File: config.mk
export PLATFORM = sky130hd
export DESIGN_NAME = rr_arbiter_4_flat
export DESIGN_NICKNAME = d
export VERILOG_FILES = /design/src/rtl/rr_arbiter_4_pkg.sv /design/src/rtl/rr_arbiter_4_if.sv /design/src/rtl/rr_arbiter_4_pick.sv /design/src/rtl/rr_arbiter_4.sv /design/src/flat_wrapper.sv
export SDC_FILE = /design/constraint.sdc
export NUM_CORES = 1
export LEC_CHECK = 0
export CAP_MARGIN = 15
export CORE_MARGIN = 2
export CORE_UTILIZATION = 54
export DETAILED_ROUTE_END_ITERATION = 12
export PLACE_DENSITY = 0.8
export SYNTH_ARGS = -nofsm -noshare
export SYNTH_HDL_FRONTEND = slang
export SYNTH_SLANG_ARGS = --single-unit
File: constraint.sdc
create_clock -name clk -period 2.8 [get_ports clk]
set_input_delay 0.28 -clock clk [delete_from_list [all_inputs] [get_ports clk]]
set_output_delay 0.28 -clock clk [all_outputs]
set_load 0.1 [all_outputs]
File: src/rtl/rr_arbiter_4_pkg.sv
// rr_arbiter_4_pkg: shared constants for the four-way round-robin arbiter.
// FSM encoding and index sizing used by the arbiter, its picker and its bus.
package rr_arbiter_4_pkg;

  localparam int NUM_REQ = 4;
  localparam int IDX_W   = 2;

  localparam logic [1:0] ST_IDLE = 2'd0;
  localparam logic [1:0] ST_BUSY = 2'd1;
  localparam logic [1:0] ST_GAP  = 2'd2;

endpackage

File: src/rtl/rr_arbiter_4_if.sv
// rr_arbiter_4_if: request/grant bundle between the requesters and the arbiter.
// rel is the one-cycle "done" pulse from the currently granted unit.
interface rr_arbiter_4_if;
  import rr_arbiter_4_pkg::*;

  logic               en;
  logic [NUM_REQ-1:0] req;
  logic               rel;
  logic [IDX_W-1:0]   gnt_idx;
  logic               gnt_vld;
  logic               preempt;

  modport master (
    output en, req, rel,
    input  gnt_idx, gnt_vld, preempt
  );

  modport slave (
    input  en, req, rel,
    output gnt_idx, gnt_vld, preempt
  );

endinterface

File: src/rtl/rr_arbiter_4_pick.sv
// rr_pick4: rotating priority search over four request lines.
// Highest priority is ptr, then ptr+1, ptr+2, ptr+3 with 2-bit wrap.
module rr_pick4
  import rr_arbiter_4_pkg::*;
(
  input  logic [NUM_REQ-1:0] req,
  input  logic [IDX_W-1:0]   ptr,
  output logic [IDX_W-1:0]   win,
  output logic               any_req
);

  logic [2*NUM_REQ-1:0] dbl;
  logic [NUM_REQ-1:0]   rot;
  logic [IDX_W-1:0]     off;

  // rotate so ptr lands at bit 0, then take the first set bit
  always_comb begin
    dbl     = {req, req};
    rot     = dbl[ptr +: NUM_REQ];
    any_req = |req;
    off     = '0;
    priority case (1'b1)
      rot[0]:  off = 2'd0;
      rot[1]:  off = 2'd1;
      rot[2]:  off = 2'd2;
      rot[3]:  off = 2'd3;
      default: off = 2'd0;
    endcase
    win = ptr + off;
  end

endmodule

File: src/rtl/rr_arbiter_4.sv
// rr_arbiter_4: registered round-robin arbiter with bounded hold time.
// Grants are separated by one idle cycle so the downstream one-hot is glitch-free.
module rr_arbiter_4
  import rr_arbiter_4_pkg::*;
#(
  parameter int MAX_HOLD = 8,
  parameter int CNT_W    = 4
) (
  input  logic         clk,
  input  logic         rst_n,
  rr_arbiter_4_if.slave bus
);

  localparam logic [CNT_W-1:0] HOLD_LAST = CNT_W'(MAX_HOLD - 1);

  logic [1:0]       state_q, state_d;
  logic [IDX_W-1:0] gnt_idx_q, gnt_idx_d;
  logic             gnt_vld_q, gnt_vld_d;
  logic             preempt_q, preempt_d;
  logic [IDX_W-1:0] ptr_q, ptr_d;
  logic [CNT_W-1:0] hold_q, hold_d;

  logic [IDX_W-1:0] win;
  logic             any_req;
  logic             norm_exit;
  logic             cap_exit;

  rr_pick4 u_pick (
    .req     (bus.req),
    .ptr     (ptr_q),
    .win     (win),
    .any_req (any_req)
  );

  // exit causes while a grant is live
  always_comb begin
    norm_exit = !bus.en || bus.rel || !bus.req[gnt_idx_q];
    cap_exit  = (hold_q == HOLD_LAST);
  end

  // next-state: arbitrate in IDLE/GAP, hold and release in BUSY
  always_comb begin
    state_d   = state_q;
    gnt_idx_d = gnt_idx_q;
    gnt_vld_d = gnt_vld_q;
    preempt_d = 1'b0;
    ptr_d     = ptr_q;
    hold_d    = hold_q;
    unique case (state_q)
      ST_BUSY: begin
        if (norm_exit || cap_exit) begin
          state_d   = ST_GAP;
          gnt_vld_d = 1'b0;
          ptr_d     = gnt_idx_q + 2'd1;
          preempt_d = cap_exit && !norm_exit;
        end else if (hold_q != HOLD_LAST) begin
          hold_d = hold_q + 1'b1;
        end
      end
      ST_IDLE, ST_GAP: begin
        state_d = ST_IDLE;
        if (bus.en && any_req) begin
          state_d   = ST_BUSY;
          gnt_idx_d = win;
          gnt_vld_d = 1'b1;
          hold_d    = '0;
        end
      end
      default: begin
        state_d   = ST_IDLE;
        gnt_vld_d = 1'b0;
      end
    endcase
  end

  // state and output registers
  always_ff @(posedge clk or negedge rst_n) begin
    if (!rst_n) begin
      state_q   <= ST_IDLE;
      gnt_idx_q <= '0;
      gnt_vld_q <= 1'b0;
      preempt_q <= 1'b0;
      ptr_q     <= '0;
      hold_q    <= '0;
    end else begin
      state_q   <= state_d;
      gnt_idx_q <= gnt_idx_d;
      gnt_vld_q <= gnt_vld_d;
      preempt_q <= preempt_d;
      ptr_q     <= ptr_d;
      hold_q    <= hold_d;
    end
  end

  assign bus.gnt_idx = gnt_idx_q;
  assign bus.gnt_vld = gnt_vld_q;
  assign bus.preempt = preempt_q;

endmodule

File: src/flat_wrapper.sv
// flat-port wrapper written by rule: the top's interface ports become plain ports
module rr_arbiter_4_flat import rr_arbiter_4_pkg::*;
#(
  parameter int MAX_HOLD = 8,
  parameter int CNT_W    = 4
)
  (clk, rst_n, bus_en, bus_req, bus_rel, bus_gnt_idx, bus_gnt_vld, bus_preempt);
  rr_arbiter_4_if bus_i ();
  input  logic clk;
  input  logic rst_n;
  input wire logic [$bits(bus_i.en)-1:0] bus_en;
  input wire logic [$bits(bus_i.req)-1:0] bus_req;
  input wire logic [$bits(bus_i.rel)-1:0] bus_rel;
  output wire logic [$bits(bus_i.gnt_idx)-1:0] bus_gnt_idx;
  output wire logic [$bits(bus_i.gnt_vld)-1:0] bus_gnt_vld;
  output wire logic [$bits(bus_i.preempt)-1:0] bus_preempt;
  assign bus_i.en = bus_en;
  assign bus_i.req = bus_req;
  assign bus_i.rel = bus_rel;
  assign bus_gnt_idx = bus_i.gnt_idx;
  assign bus_gnt_vld = bus_i.gnt_vld;
  assign bus_preempt = bus_i.preempt;
  rr_arbiter_4 #(.MAX_HOLD(MAX_HOLD), .CNT_W(CNT_W)) u_core (.clk(clk), .rst_n(rst_n), .bus(bus_i));
endmodule
; Word level (Yosys, flattened, before mapping)
; Index checks and enable logic that the tools add are counted.
[classes]
n_lt_le_gt_ge = 1
muxes = 18
addsub = 3
n_reduce_logical = 16
eq_ne = 8
shifts = 1
[ops]
columns = operator, n
row1 = $mux W4, 3
row2 = $mux W2, 5
row3 = $pmux W4 S2, 1
row4 = $shiftx A8 B3 Y4, 1
row5 = $mux W1, 6
row6 = $ne A2 B1 Y1 const B, 3
row7 = $reduce_and A2 Y1, 3
row8 = $add A4 B1 Y4 const B, 1
row9 = $eq A4 B3 Y1 const B, 1
row10 = $ne A4 B3 Y1 const B, 1
row11 = $pmux W2 S2, 1
row12 = $reduce_and A4 Y1, 1
row13 = $reduce_or A4 Y1, 1
row14 = $logic_not A1 Y1, 3
row15 = $logic_or A1 B1 Y1, 3
row16 = $lt A2 B3 Y1 const B, 1
row17 = $add A2 B1 Y2 const B, 1
row18 = $add A2 B2 Y2, 1
row19 = $bmux W1 S2, 1
row20 = $eq A2 B1 Y1 const B, 1
row21 = $eq A2 B2 Y1 const B, 1
row22 = $logic_and A1 B1 Y1, 2
row23 = $logic_not A2 Y1, 1
row24 = $ne A2 B2 Y1 const B, 1
row25 = other kinds (3), 3
[word_totals]
input_bits = 8
out_inout_bits = 4
ff_bits = 12

; Longest topological paths before layout
[depth]
word_depth = 8
depth_mapped = 10

; Modules after synthesis
; Synthesis repeated with hierarchy kept, for this count alone.
[unflattened]
hier_cells = 78
area_unflattened_um2 = 793.3
[modules_own_cells]
columns = mod, cells_each, seq_area_each_um2, instances, area_per_inst_um2
row1 = rr_arbiter_4, 56, 300.3, 1, 631.9
row2 = rr_pick4, 22, 0.0, 1, 161.4

; Worst setup path before layout
; No wires, ideal clock.
[synth_timing]
path_type = reg2reg
startpoint = reg u_core.gnt_idx_q[0] (netlist: u_core.bus.gnt_idx[0])
endpoint = reg u_core.ptr_q[1]
t_arrival_ns = 2.090
n_path_buf = 0
setup_time_ns = 0.128
path_slack_ns = 0.582
stages_incl_launch_ff = 6
period_less_slack_ns = 2.218
cell_sequence = dfrtp_1 > mux2_4 > o21ai_2 > a21oi_2 > a21oi_2 > mux2_1
[synth_via]
elab_chain_cells = 6
[synth_rtl]
columns = item, line_no
row1 = "start, declared", rr_arbiter_4.sv:17  ; logic [IDX_W-1:0] gnt_idx_q, gnt_idx_d;
row2 = "start signal, assigned", rr_arbiter_4.sv:87  ; gnt_idx_q <= gnt_idx_d;
row3 = $bmux W1 S2, rr_arbiter_4.sv:37  ; norm_exit = !bus.en || bus.rel || !bus.req[gnt_idx_q];
row4 = $mux W1 (implied by the code), rr_arbiter_4.sv:37
row5 = $logic_not A1 Y1, rr_arbiter_4.sv:37
row6 = $logic_or A1 B1 Y1, rr_arbiter_4.sv:37
row7 = $logic_or A1 B1 Y1, rr_arbiter_4.sv:51  ; if (norm_exit || cap_exit) begin
row8 = $reduce_and A2 Y1 (no source line), --
row9 = "end signal, assigned", rr_arbiter_4.sv:90  ; ptr_q <= ptr_d;
row10 = "end, declared", rr_arbiter_4.sv:20  ; logic [IDX_W-1:0] ptr_q, ptr_d;
; Parallel ways exist; a longest one is shown, timed or not. The select of a mux whose other input is x is not followed.
; A chain may end at the register's enable or synchronous reset.

; Worst setup path in the final report
[layout_timing]
startpoint = in bus_req[2]
endpoint = reg u_core.gnt_idx_q[1] (netlist: u_core.bus.gnt_idx[1])
[layout_via]
elab_chain_cells = 6
[layout_rtl]
columns = item, line_no
row1 = "start, declared", flat_wrapper.sv:12  ; input wire logic [$bits(bus_i.req)-1:0] bus_req;
row2 = $shiftx A8 B3 Y4, rr_arbiter_4_pick.sv:19  ; rot = dbl[ptr +: NUM_REQ];
row3 = $mux W2 (4 in series), rr_arbiter_4_pick.sv:22  ; priority case (1'b1)
row4 = $add A2 B2 Y2, rr_arbiter_4_pick.sv:29  ; win = ptr + off;
; Parallel ways exist; a longest one is shown, timed or not.

==> metrics.cfg <==
[layout]
fin_nets=98
layout_common_cells=dfrtp_1 (12), nand2_1 (8), clkdlybuf4s50_1 (7)
area_growth_pct=18.6
fin_util=0.682
drive_gt1_frac=0.207
final_common_cell=dfrtp_1
design_area_sq_um=887
diodes=0

[timing]
min_period_over_period=0.662
skew_ns=0.000935
tightest_slew_ns=0.536
fin_ws_ns=0.947
fmax_mhz=540
setup_viol=0
slew_headroom=0.642
holdWs_ns=0.348
hold_violations=0
drv_slew=0
tns_ns=0
rsz0062_at_grt=false
period_needed_ns=1.85

[synth]
syn_inst=74
syn_nets=84
syn_area_sq_um=748
yosys-top-cells-area=dfrtp_1 (40%), mux2i_1 (4.0%), nand2_1 (4.0%)
async_reset_ff_frac=1.00
synth_edf_count=0
synth-seq-cells=12
synth-main-ff-cell=dfrtp_1
yosys.area.top_type=dfrtp_1
synth_top_area_frac=0.401
syn-mean-instance-area_sq_um=10.1
yosysSeqAreaShare=0.401
synth_cell_type_count=34
synth_warnings=0

[place]
port_buffers=11
place_ws_ns=0.651
place_hpwl_um=1040
placed_cell_area_sq_um=851
gp_congestion=0.828

[setup_path]
startpoint_type=input port
crit_path_top_delay_cell=clkdlybuf4s50_1
critPathKind=in2reg
cpMostUsedCell=a21oi_1
worst-path-max-fanout=9
crit_path_cell_trace=clkdlybuf4s50_1 > nor2b_1 > a21oi_1 > o22ai_1 > nor2_1 > a21oi_1 > ha_1 > xor2_1 > xnor2_1 > o21ai_0
path_delay_family=buffers and inverters
end_kind=register
slowest_delay_ns=0.56
required_ns=2.96
arrival_ns=2.01
cp.depth=10
rrSetupSlack_ns=1.04
path_buf_inv=1
r2r_cells=5

[power]
p_clk_frac=0.177
p_switching_w=0.000370
power_density_mw_per_mm2=900
p_int_w=0.000429
p_leak_nw=0.400
power_frac_seq=0.354
swShare=0.463
vdd_drop_max_uv=714
power_frac_comb=0.469

[clock_tree]
cts.sinks=12
post_cts_buffers=0
clk_latency_ns=0.28
clkTransAtPathRegs_ns=0.08
cts_tree=built
cts_buffers=3
clock-root-buffer=clkbuf_4
clock_path_buffers=2
hold_buffers=0
htree_levels=1
cts_resized=0

[global_routing]
grt_pass1_wl_um=2270
antenna_found_initial=0
grt_usage=0.216
grt_max_degree=13
grt_pass1_vias=503
grt-ovfl-total=0

[floorplanning]
start_util=0.575
dieArea_sq_mm=0.00170
die_height_um=41.2
core-area_sq_mm=0.00130
rows=13
num_io_pins=12
die-width_um=41.2

[run]
cap_violations=0

[routing]
dr.pass1.iters=4
drtIter0Drc=8
drc=0
wire_per_inst_um=13.8
drt_wl_total_um=1400
via_per_inst=5.72
detail-route-antenna-nets=0
vias=583

[run_status]
outcome=completed

[min_path]
hold_path.class=in2async

[stage by stage]
step	cells	total power [W]
final	102	0.000798
after global routing	102	0.000850
after CTS	102	0.000807
after detailed placement	98	0.000662
after global placement	98	0.000655
after floorplan	74	0.000576
[state kept, by name, summed over array words and instances (netlist names)]
register,flops
u_core.ptr_q,2
u_core.bus.preempt,1
u_core.bus.gnt_idx,2
u_core.bus.gnt_vld,1
u_core.state_q,2
u_core.hold_q,4
[power by group through the flow]
| stage | registers (W) | clock network [W] | logic [W] |
|---|---|---|---|
| final | 0.000283 | 0.000141 | 0.000374 |
| after global routing | 0.000290 | 0.000157 | 0.000404 |
| after detailed placement | 0.000286 | 0 | 0.000376 |
| after global placement | 0.000284 | 0 | 0.000371 |
| after CTS | 0.000283 | 0.000148 | 0.000377 |
| after floorplan | 0.000400 | 0 | 0.000176 |
[synth_stat cells, drive strengths merged (3+ instances only)]
library cell,instances
mux2,3
a21oi,6
nor2,4
nand2,8
nand3,4
nor2b,3
o211ai,3
inv,4
o21ai,4
dfrtp,12
mux2i,3
[logic make-up (layout without fill, tap and decap cells)]
group,Yosys count,after routing,share of synthesized area
buffers and inverters,6,19,0.0418
muxes,6,6,0.0903
and+or+nand+nor,27,27,0.204
xor gates and xnor gates,3,3,0.0351
AOI/OAI and AO/OA,18,18,0.194
adders and majority gates,2,2,0.0334
DFF,12,12,0.401
[final cells by class]
type	instances	area, sq um
multi-input combinational	56	417
fill	102	414
inverter	4	15.0
tap	15	18.8
timing repair buffer	11	100
sequential	12	300
clock buffer	4	36.3
[worst paths after layout]
check                                                       start                                 to
worst min-delay path                                        rst_n       u_core.bus.preempt$_DFF_PN0_
worst max-delay path                                   bus_req[2]  u_core.bus.gnt_idx[1]$_DFFE_PN0P_
min in group clk                    u_core.state_q[0]$_DFFE_PN0P_     u_core.bus.gnt_vld$_DFFE_PN0P_
max in group asynchronous                                   rst_n        u_core.ptr_q[0]$_DFFE_PN0P_
worst min register to register      u_core.state_q[0]$_DFFE_PN0P_     u_core.bus.gnt_vld$_DFFE_PN0P_
worst max register to register  u_core.bus.gnt_idx[0]$_DFFE_PN0P_       u_core.hold_q[2]$_DFFE_PN0P_
[layer usage]
layer | vias up | global-route usage | share of wire
li1 | 300 | - | -
met2 | 15 | 0.301 | 0.44
met3 | 2 | 0.0489 | 0.055
met5 | - | 0 | 0
met1 | 266 | 0.294 | 0.50
met4 | 0 | 0.145 | 0.0086
Note: power is estimated with default switching activity, not from simulation.
